<file path="config.mk">
export PLATFORM = sky130hd
export DESIGN_NAME = iterative_muldiv_unit_flat
export DESIGN_NICKNAME = d
export VERILOG_FILES = /design/src/rtl/iterative_muldiv_unit_if.sv /design/src/rtl/iterative_muldiv_unit.sv /design/src/flat_wrapper.sv
export SDC_FILE = /design/constraint.sdc
export NUM_CORES = 1
export LEC_CHECK = 0
export CAP_MARGIN = 25
export CORE_UTILIZATION = 41
export CTS_CLUSTER_SIZE = 8
export DETAILED_ROUTE_END_ITERATION = 12
export SLEW_MARGIN = 20
export SYNTH_ARGS = -nofsm -noshare
export SYNTH_HDL_FRONTEND = slang
export SYNTH_SLANG_ARGS = --single-unit
</file>
<file path="constraint.sdc">
create_clock -name clk -period 3.6 [get_ports clk]
set_input_delay 0.9 -clock clk [delete_from_list [all_inputs] [get_ports clk]]
set_output_delay 0.9 -clock clk [all_outputs]
set_load 0.02 [all_outputs]
</file>
<file path="src/rtl/iterative_muldiv_unit_if.sv">
// Handshake and operand/result bundle for the iterative multiply/divide unit.
// The controller drives through the master modport and the unit serves the slave modport.
interface iterative_muldiv_unit_if #(
   parameter int WIDTH = 32
);
   logic             start;
   logic [1:0]       op;
   logic [WIDTH-1:0] src_a;
   logic [WIDTH-1:0] src_b;
   logic [WIDTH-1:0] src_c;
   logic             busy;
   logic             done;
   logic [WIDTH-1:0] result;
   logic [WIDTH-1:0] result_hi;
   logic             div_by_zero;
   logic             N;
   logic             Z;

   modport master (
      output start, op, src_a, src_b, src_c,
      input  busy, done, result, result_hi, div_by_zero, N, Z
   );

   modport slave (
      input  start, op, src_a, src_b, src_c,
      output busy, done, result, result_hi, div_by_zero, N, Z
   );
endinterface

</file>
<file path="src/rtl/iterative_muldiv_unit.sv">
// Multi-cycle MUL/MLA/UDIV/SDIV unit: radix-2 shift-add products and restoring
// division, one iteration per clock, WIDTH iterations per operation.
module iterative_muldiv_unit #(
   parameter int WIDTH = 32
) (
   input logic                    clk,
   input logic                    reset,
   iterative_muldiv_unit_if.slave bus
);
   localparam int CW = $clog2(WIDTH + 1);

   localparam logic [1:0] OP_MLA  = 2'b01;
   localparam logic [1:0] OP_SDIV = 2'b11;

   typedef enum logic [1:0] {IDLE, RUN, FINISH} stateT;

   stateT              state;
   stateT              stateNext;
   logic               divOp;
   logic               zeroDiv;
   logic               signA;
   logic               signB;
   logic [WIDTH-1:0]   aReg;
   logic [WIDTH-1:0]   bReg;
   logic [2*WIDTH-1:0] acc;
   logic [2*WIDTH-1:0] mcand;
   logic [CW-1:0]      count;
   logic               busyReg;
   logic               doneReg;
   logic               dbzReg;
   logic [WIDTH-1:0]   resLo;
   logic [WIDTH-1:0]   resHi;

   logic [2*WIDTH-1:0] mulSum;
   logic [WIDTH:0]     divShift;
   logic [WIDTH:0]     divDiff;
   logic [2*WIDTH-1:0] divNext;

   function automatic logic [WIDTH-1:0] negate(input logic [WIDTH-1:0] v);
      return ~v + WIDTH'(1);
   endfunction

   function automatic logic [WIDTH-1:0] absVal(input logic signed [WIDTH-1:0] v);
      return (v < 0) ? negate(v) : v;
   endfunction

   // Multiply: acc += shifted multiplicand when the current multiplier bit is set.
   // Divide: acc holds {remainder, dividend/quotient}; shift one bit in and trial-subtract.
   always_comb begin
      mulSum   = acc + (bReg[0] ? mcand : '0);
      divShift = {acc[2*WIDTH-1:WIDTH], acc[WIDTH-1]};
      divDiff  = divShift - {1'b0, bReg};
      if (!divDiff[WIDTH])
         divNext = {divDiff[WIDTH-1:0], acc[WIDTH-2:0], 1'b1};
      else
         divNext = {divShift[WIDTH-1:0], acc[WIDTH-2:0], 1'b0};
   end

   always_ff @(posedge clk or negedge reset) begin
      if (!reset)
         state <= IDLE;
      else
         state <= stateNext;
   end

   always_comb begin
      stateNext = state;
      unique case (state)
         IDLE: begin
            if (bus.start)
               stateNext = (bus.op[1] && bus.src_b == '0) ? FINISH : RUN;
         end
         RUN: begin
            if (count == CW'(1))
               stateNext = FINISH;
         end
         FINISH:  stateNext = IDLE;
         default: stateNext = IDLE;
      endcase
   end

   always_ff @(posedge clk or negedge reset) begin
      if (!reset) begin
         divOp   <= 1'b0;
         zeroDiv <= 1'b0;
         signA   <= 1'b0;
         signB   <= 1'b0;
         aReg    <= '0;
         bReg    <= '0;
         acc     <= '0;
         mcand   <= '0;
         count   <= '0;
         busyReg <= 1'b0;
         doneReg <= 1'b0;
         dbzReg  <= 1'b0;
         resLo   <= '0;
         resHi   <= '0;
      end else begin
         doneReg <= 1'b0;
         busyReg <= (stateNext != IDLE);
         unique case (state)
            IDLE: begin
               if (bus.start) begin
                  divOp   <= bus.op[1];
                  zeroDiv <= bus.op[1] && (bus.src_b == '0);
                  signA   <= (bus.op == OP_SDIV) && bus.src_a[WIDTH-1];
                  signB   <= (bus.op == OP_SDIV) && bus.src_b[WIDTH-1];
                  aReg    <= bus.src_a;
                  count   <= CW'(WIDTH);
                  dbzReg  <= 1'b0;
                  mcand   <= {{WIDTH{1'b0}}, bus.src_a};
                  if (bus.op == OP_SDIV) begin
                     bReg <= absVal(bus.src_b);
                     acc  <= {{WIDTH{1'b0}}, absVal(bus.src_a)};
                  end else if (bus.op[1]) begin
                     bReg <= bus.src_b;
                     acc  <= {{WIDTH{1'b0}}, bus.src_a};
                  end else begin
                     bReg <= bus.src_b;
                     acc  <= (bus.op == OP_MLA) ? {{WIDTH{1'b0}}, bus.src_c} : '0;
                  end
               end
            end
            RUN: begin
               count <= count - CW'(1);
               if (divOp) begin
                  acc <= divNext;
               end else begin
                  acc   <= mulSum;
                  mcand <= mcand << 1;
                  bReg  <= bReg >> 1;
               end
            end
            FINISH: begin
               doneReg <= 1'b0 | 1'b1;
               if (zeroDiv) begin
                  resLo  <= '1;
                  resHi  <= aReg;
                  dbzReg <= 1'b1;
               end else if (divOp) begin
                  // Truncating signed division: quotient sign from both operands, remainder follows dividend.
                  resLo <= (signA ^ signB) ? negate(acc[WIDTH-1:0]) : acc[WIDTH-1:0];
                  resHi <= signA ? negate(acc[2*WIDTH-1:WIDTH]) : acc[2*WIDTH-1:WIDTH];
               end else begin
                  resLo <= acc[WIDTH-1:0];
                  resHi <= acc[2*WIDTH-1:WIDTH];
               end
            end
            default: ;
         endcase
      end
   end

   assign bus.busy        = busyReg;
   assign bus.done        = doneReg;
   assign bus.result      = resLo;
   assign bus.result_hi   = resHi;
   assign bus.div_by_zero = dbzReg;
   assign bus.N           = resLo[WIDTH-1];
   assign bus.Z           = (resLo == '0);
endmodule

</file>
<file path="src/flat_wrapper.sv">
// flat-port wrapper written by rule: the top's interface ports become plain ports
module iterative_muldiv_unit_flat 
#(
   parameter int WIDTH = 32
)
  (clk, reset, bus_start, bus_op, bus_src_a, bus_src_b, bus_src_c, bus_busy, bus_done, bus_result, bus_result_hi, bus_div_by_zero, bus_N, bus_Z);
  iterative_muldiv_unit_if #(.WIDTH(WIDTH)) bus_i ();
  input logic clk;
  input logic reset;
  input wire logic [$bits(bus_i.start)-1:0] bus_start;
  input wire logic [$bits(bus_i.op)-1:0] bus_op;
  input wire logic [$bits(bus_i.src_a)-1:0] bus_src_a;
  input wire logic [$bits(bus_i.src_b)-1:0] bus_src_b;
  input wire logic [$bits(bus_i.src_c)-1:0] bus_src_c;
  output wire logic [$bits(bus_i.busy)-1:0] bus_busy;
  output wire logic [$bits(bus_i.done)-1:0] bus_done;
  output wire logic [$bits(bus_i.result)-1:0] bus_result;
  output wire logic [$bits(bus_i.result_hi)-1:0] bus_result_hi;
  output wire logic [$bits(bus_i.div_by_zero)-1:0] bus_div_by_zero;
  output wire logic [$bits(bus_i.N)-1:0] bus_N;
  output wire logic [$bits(bus_i.Z)-1:0] bus_Z;
  assign bus_i.start = bus_start;
  assign bus_i.op = bus_op;
  assign bus_i.src_a = bus_src_a;
  assign bus_i.src_b = bus_src_b;
  assign bus_i.src_c = bus_src_c;
  assign bus_busy = bus_i.busy;
  assign bus_done = bus_i.done;
  assign bus_result = bus_i.result;
  assign bus_result_hi = bus_i.result_hi;
  assign bus_div_by_zero = bus_i.div_by_zero;
  assign bus_N = bus_i.N;
  assign bus_Z = bus_i.Z;
  iterative_muldiv_unit #(.WIDTH(WIDTH)) u_core (.clk(clk), .reset(reset), .bus(bus_i));
endmodule
</file>
# After elaboration in Yosys (flattened, before gate mapping)
# Cells that the tools add are included.
[totals]
register_bits = 271
in_bits = 101
output_inout_bits = 69
word_cells = 83
[classes]
add_sub_neg = 7
magnitude_cmp = 2
n_eq_ne = 8
n_mux = 33
bitwise_logic = 5
n_reduce_logical = 13
[op_table]
columns = ["op", "n"]
rows = [
  ["64-bit 2-to-1 mux", 8],
  ["32-bit 2-to-1 mux", 12],
  ["64-bit case mux with 2 select lines", 2],
  ["32-bit by 1-bit adder with 32-bit output, second input constant", 4],
  ["32-bit inverter", 4],
  ["64-bit adder", 1],
  ["32-bit logical NOT", 2],
  ["32-bit by 1-bit less-than comparator with 1-bit output, second input constant", 2],
  ["32-bit case mux with 2 select lines", 1],
  ["33-bit by 32-bit subtractor with 33-bit output", 1],
  ["6-bit case mux with 2 select lines", 1],
  ["6-bit by 1-bit == test with 1-bit output, second input constant", 1],
  ["2-bit 2-to-1 mux", 3],
  ["6-bit 2-to-1 mux", 1],
  ["3-bit AND reduction", 2],
  ["2-bit nonzero test", 3],
  ["6-bit by 1-bit subtractor with 6-bit output, second input constant", 1],
  ["2-bit by 1-bit == test with 1-bit output, second input constant", 2],
  ["2-bit == test, second input constant", 2],
  ["2-bit inequality test, second input constant", 2],
  ["2-bit case mux with 2 select lines", 1],
  ["2-bit AND reduction", 2],
  ["1-bit logical AND", 3],
  ["1-bit 2-to-1 mux", 3],
  ["other kinds (4)", 4],
]

# Longest topological paths before layout
[logic_depth]
word_depth = 6
depth_mapped = 16
mapped_depth_nobuf = 15

# Worst setup path after synthesis
# No wires, ideal clock.
[synth_timing]
path_kind = "register to register"
startpoint = "register u_core.acc[31]"
endpoint = "register u_core.acc[63]"
setup_ns = 0.122
arrival_time_ns = 3.541
t_required_ns = 3.478
setup_slack_ns = -0.062
stages_incl_launch_ff = 16
n_path_buf = 0
period_less_slack_ns = 3.662
cell_sequence = "dfrtp_1 > inv_1 > ha_1 > inv_1 > fa_1 > a211oi_2 > o21ai_1 > and3_1 > a221o_1 > a31o_2 > a221oi_4 > xnor2_2 > or4b_2 > nand3_1 > o21ai_1 > o2bb2ai_1"
[synth_between]
elab_chain_cells = 4
elab_cells_between_ends = 5
cone_classes = "2 x add/sub; 3 x mux"
[synth_rtl]
columns = ["item", "line_no", "source"]
rows = [
  ["from (decl)", "iterative_muldiv_unit.sv:25", "logic [2*WIDTH-1:0] acc;"],
  ["from (signal assigned)", "iterative_muldiv_unit.sv:114", "acc <= {{WIDTH{1'b0}}, absVal(bus.src_a)};"],
  ["from (signal assigned)", "iterative_muldiv_unit.sv:117", "acc <= {{WIDTH{1'b0}}, bus.src_a};"],
  ["from (signal assigned)", "iterative_muldiv_unit.sv:120", "acc <= (bus.op == OP_MLA) ? {{WIDTH{1'b0}}, bus.src_c} : '0;"],
  ["33-bit by 32-bit subtractor with 33-bit output", "iterative_muldiv_unit.sv:52", "divDiff = divShift - {1'b0, bReg};"],
  ["64-bit 2-to-1 mux", "iterative_muldiv_unit.sv:53", "if (!divDiff[WIDTH])"],
  ["64-bit 2-to-1 mux *", "iterative_muldiv_unit.sv:126", "if (divOp) begin"],
  ["64-bit case mux with 2 select lines *", "iterative_muldiv_unit.sv:101", "unique case (state)"],
]
# Mark *: on every way between the ends. The rest lies on a longest branch, timed or not.
# A chain may end at the register's enable or synchronous reset.

# Worst setup path in the final report
[layout_timing]
startpoint = "register u_core.acc[31]"
endpoint = "register u_core.acc[62]"
# The elaborated chain is that of the path after synthesis.

==> results.py <==
metrics = {
    "global_route": {
        "grt_pass1_wl_mm": 116.4,
        "grtUsageTotal": 0.2998,
        "met3_usage": 0.04197,
        "antenna_found_initial": 1,
        "gr-usage-met1": 0.3919,
        "grt_overflow": 0,
        "gr-max-usage-layer": "met2",
        "grt_pass1_vias": 20160,
        "grt_max_degree": 68,
        "gr-usage-met2": 0.5057,
    },
    "finish": {
        "fin_nets": 3094,
        "fillCellCount": 4489,
        "drive_gt1_frac": 0.1596,
        "fin_util": 0.5465,
        "syn2layout_area_growth_pct": 30.41,
    },
    "drt": {
        "finalWirelength_mm": 75.48,
        "vias": 20520,
        "drt_iter0_drc": 1992,
        "wl_per_cell_um": 21.46,
        "drc_errors": 0,
        "viasPerCell": 5.834,
        "dr.pass1.iters": 6,
        "postRouteAntennaNets": 0,
    },
    "worst_setup_path": {
        "arrival_ns": 4.17,
        "cp.required_ns": 4.11,
        "max_stage_delay_ns": 0.39,
        "path_buf_inv": 4,
        "worstReg2RegStart": "u_core.acc[31]$_DFFE_PN0P_",
        "r2r_end": "u_core.acc[62]$_DFFE_PN0P_",
        "end_kind": "flop",
        "reg2reg_slack_ns": -0.06,
        "cp_top_family": "compound AO/OA/AOI/OAI gates",
        "path_cells": "inv_2, ha_4, inv_2, fa_2, a211oi_4, o21ai_1, and3_4, a221o_1, a31o_2, a221oi_4, xnor2_4, buf_12, buf_12, nand3_2, mux2_4, o211ai_1, a21o_1",
        "cp_max_fo": 8,
        "cp-start-kind": "flop",
        "path_class": "reg -> reg",
        "crit_slowest_cell": "dfrtp_1",
        "reg2reg_depth": 17,
    },
    "synth": {
        "synthArstFlopShare": 1.000,
        "yosysTopAreaCellShare": 0.3368,
        "postSynthCellCount": 2509,
        "synth.avg_cell_area_um2": 8.025,
        "synthDistinctLibCells": 80,
        "ys_top_cells_by_area": "dfrtp_1 34%, nand2_1 7.2%, ha_1 6.3%",
        "syn_nets": 2713,
        "synth_edf_count": 0,
        "ys_warn_count": 0,
        "ys_ff_latch": 271,
        "syn_area_mm2": 0.02013,
        "synth_ff_type": "dfrtp_1",
        "ys_seq_area_frac": 0.3368,
        "yosys.area.top_type": "dfrtp_1",
    },
    "timing": {
        "setup_tns_ns": -0.5080,
        "slew_violations": 0,
        "final-setup-viol-count": 15,
        "hold-worst-slack_ns": 0.2405,
        "slew_headroom": 0.4586,
        "period_needed_ns": 3.659,
        "worst_slew_pin_slew_ns": 0.8091,
        "fin_ws_ns": -0.05947,
        "finalCritPeriodShare": 1.017,
        "finClkSkew_ns": 0.02748,
        "hold_violations": 0,
        "max_freq_mhz": 273.3,
        "rsz0062_at_grt": "yes",
    },
    "clock_network": {
        "numCtsBuffers": 41,
        "cts_max_path_buffers": 3,
        "cts_hold_buf": 0,
        "htreeDepth": 2,
        "cts_tree": "yes",
        "clkLatencyLatePin_ns": 0.58,
        "clkSlewWorstSetupHoldPaths_ns": 0.05,
        "cts_root_buf": "clkbuf_16",
        "numClockSinks": 271,
    },
    "min_path": {
        "worstHoldPathType": "in -> async",
    },
    "power": {
        "powerDensity_mw_per_mm2": 1083,
        "p_leak_nw": 11.66,
        "vdd_drop_max_v": 0.0005719,
    },
    "floorplanning": {
        "die_area_mm2": 0.05000,
        "core_mm2": 0.04805,
        "num_rows": 80,
        "num_io_pins": 170,
        "initial_core_util": 0.4191,
        "die_x_um": 223.6,
        "die_y_um": 223.6,
    },
    "placed_design": {
        "place_hpwl_mm": 57.57,
        "io_buffer_count": 169,
        "gp_congestion": 0.9594,
    },
    "status": {
        "run_status": "finished with violations",
        "violations": "setup timing",
    },
    "flow_run": {
        "cap_violations": 0,
    },
}
[cell families (layout without fill, tap and decap cells)]
kind of cell / Yosys count / after routing / share of synthesized area
AOI/OAI and AO/OA: 834 / 834 / 0.2657
adders and majority gates: 103 / 103 / 0.06475
DFF: 271 / 271 / 0.3368
muxes: 28 / 28 / 0.01404
xor gates and xnor gates: 197 / 197 / 0.08607
other: 0 / 1 / 0
and+or+nand+nor: 860 / 860 / 0.1915
buffers and inverters: 216 / 608 / 0.04114
[report_power, final]
| group | internal (W) | switching, W | leakage (nW) | total (W) |
|---|---|---|---|---|
| clock network | 0.00210 | 0.00148 | 0.559 | 0.00358 |
| logic | 0.00858 | 0.0107 | 7.67 | 0.0192 |
| registers | 0.00445 | 0.00115 | 3.43 | 0.00561 |
| total | 0.0151 | 0.0133 | 11.7 | 0.0284 |
[worst max-delay path by stage]
stage                                     from                         end  slack, ns  depth (start not counted)
floorplan           u_core.acc[31]$_DFFE_PN0P_  u_core.acc[63]$_DFFE_PN0P_      -0.01                         15
global route        u_core.acc[31]$_DFFE_PN0P_  u_core.acc[63]$_DFFE_PN0P_      -0.19                         17
detailed placement  u_core.bReg[0]$_DFFE_PN0P_  u_core.acc[57]$_DFFE_PN0P_      -0.29                         15
global placement    u_core.bReg[0]$_DFFE_PN0P_  u_core.acc[63]$_DFFE_PN0P_      -0.22                         15
finish              u_core.acc[31]$_DFFE_PN0P_  u_core.acc[62]$_DFFE_PN0P_      -0.06                         17
CTS                 u_core.acc[31]$_DFFE_PN0P_  u_core.acc[47]$_DFFE_PN0P_      -0.04                         17
[layout make-up]
cell class	count	area [µm²]	share of cell area
Sequential cell	271	6784	0.2584
Timing Repair Buffer	483	4284	0.1632
Antenna cell	1	2.502	0.00009530
Inverter	71	266.5	0.01015
Clock buffer	49	1076	0.04098
Clock inverter	5	78.83	0.003002
Multi-Input combinational cell	2022	13000	0.4949
Tap cell	615	769.5	0.02931
[state kept, by name, indices dropped and copies added (netlist names), 2 cells and up]
name	flops
u_core.bus.result_hi	32
u_core.bReg	32
u_core.acc	64
u_core.count	6
u_core.bus.result	32
u_core.state	2
u_core.mcand	64
u_core.aReg	32
[through the flow]
stage               setup WS, ns  cell area, µm²  power (W)  cells
floorplan               -0.01003           20140    0.01643   2509
global placement         -0.2245           24350    0.02278   3431
finish                  -0.05947           26260    0.02843   3517
global route             -0.1862           26260    0.03048   3517
detailed placement       -0.2870           24350    0.02303   3431
CTS                     -0.04089           25870    0.02754   3504
[layer usage]
layer	routed length, µm	share of wire	vias up
li1	-	-	9740
met1	33120	0.44	9958
met2	35610	0.47	716
met3	4314	0.057	103
met4	2435	0.032	0
met5	0	0	-
[worst register-to-register path: stages (launching register included)]
cell and delay [ns]:
dfrtp_1 0.39, inv_2 0.09, ha_4 0.15, inv_2 0.04, fa_2 0.36, a211oi_4 0.27, o21ai_1 0.10, and3_4 0.20
a221o_1 0.35, a31o_2 0.28, a221oi_4 0.32, xnor2_4 0.22, buf_12 0.19, buf_12 0.13, nand3_2 0.07, mux2_4 0.29
o211ai_1 0.08, a21o_1 0.10
[Yosys cell counts (17+ instances only)]
library cell	instances
a21o_1	44
a21oi_1	226
a22o_1	37
a22oi_1	28
a31oi_1	40
and2_1	73
buf_1	17
clkbuf_1	121
dfrtp_1	271
ha_1	101
inv_1	71
mux2i_1	26
nand2_1	388
nand3_1	34
nand4_1	19
nor2_1	210
nor3_1	32
o211ai_1	43
o21ai_0	179
o21ai_1	52
o21bai_1	22
o31ai_1	21
or3_1	23
xnor2_1	111
xor2_1	85
[cell usage in the layout, fill, tap and decap left out, types with 19 or more instances in the layout]
cell type,instances
clkdlybuf4s50_1,168
o211ai_1,43
a21oi_1,209
buf_4,294
nor2_1,202
a22o_1,37
nand4_1,19
a21o_1,44
o31ai_1,20
nor3_1,31
a22oi_1,27
clkbuf_16,42
o21ai_0,178
dfrtp_1,269
xor2_1,85
xnor2_1,110
inv_1,69
nand2_1,385
or3_1,23
mux2i_1,26
o21bai_1,21
a31oi_1,40
ha_1,91
nand3_1,32
o21ai_1,51
and2_1,73
[timing repair]
item                                    in CTS  in global routing
endpoints found under the setup margin      29                 37
gates resized for setup                     34                 52
pin swaps                                   19                 33
gates cloned                                 2                  1
setup buffers                               17                 12
Note: power is estimated with default switching activity, not from simulation.
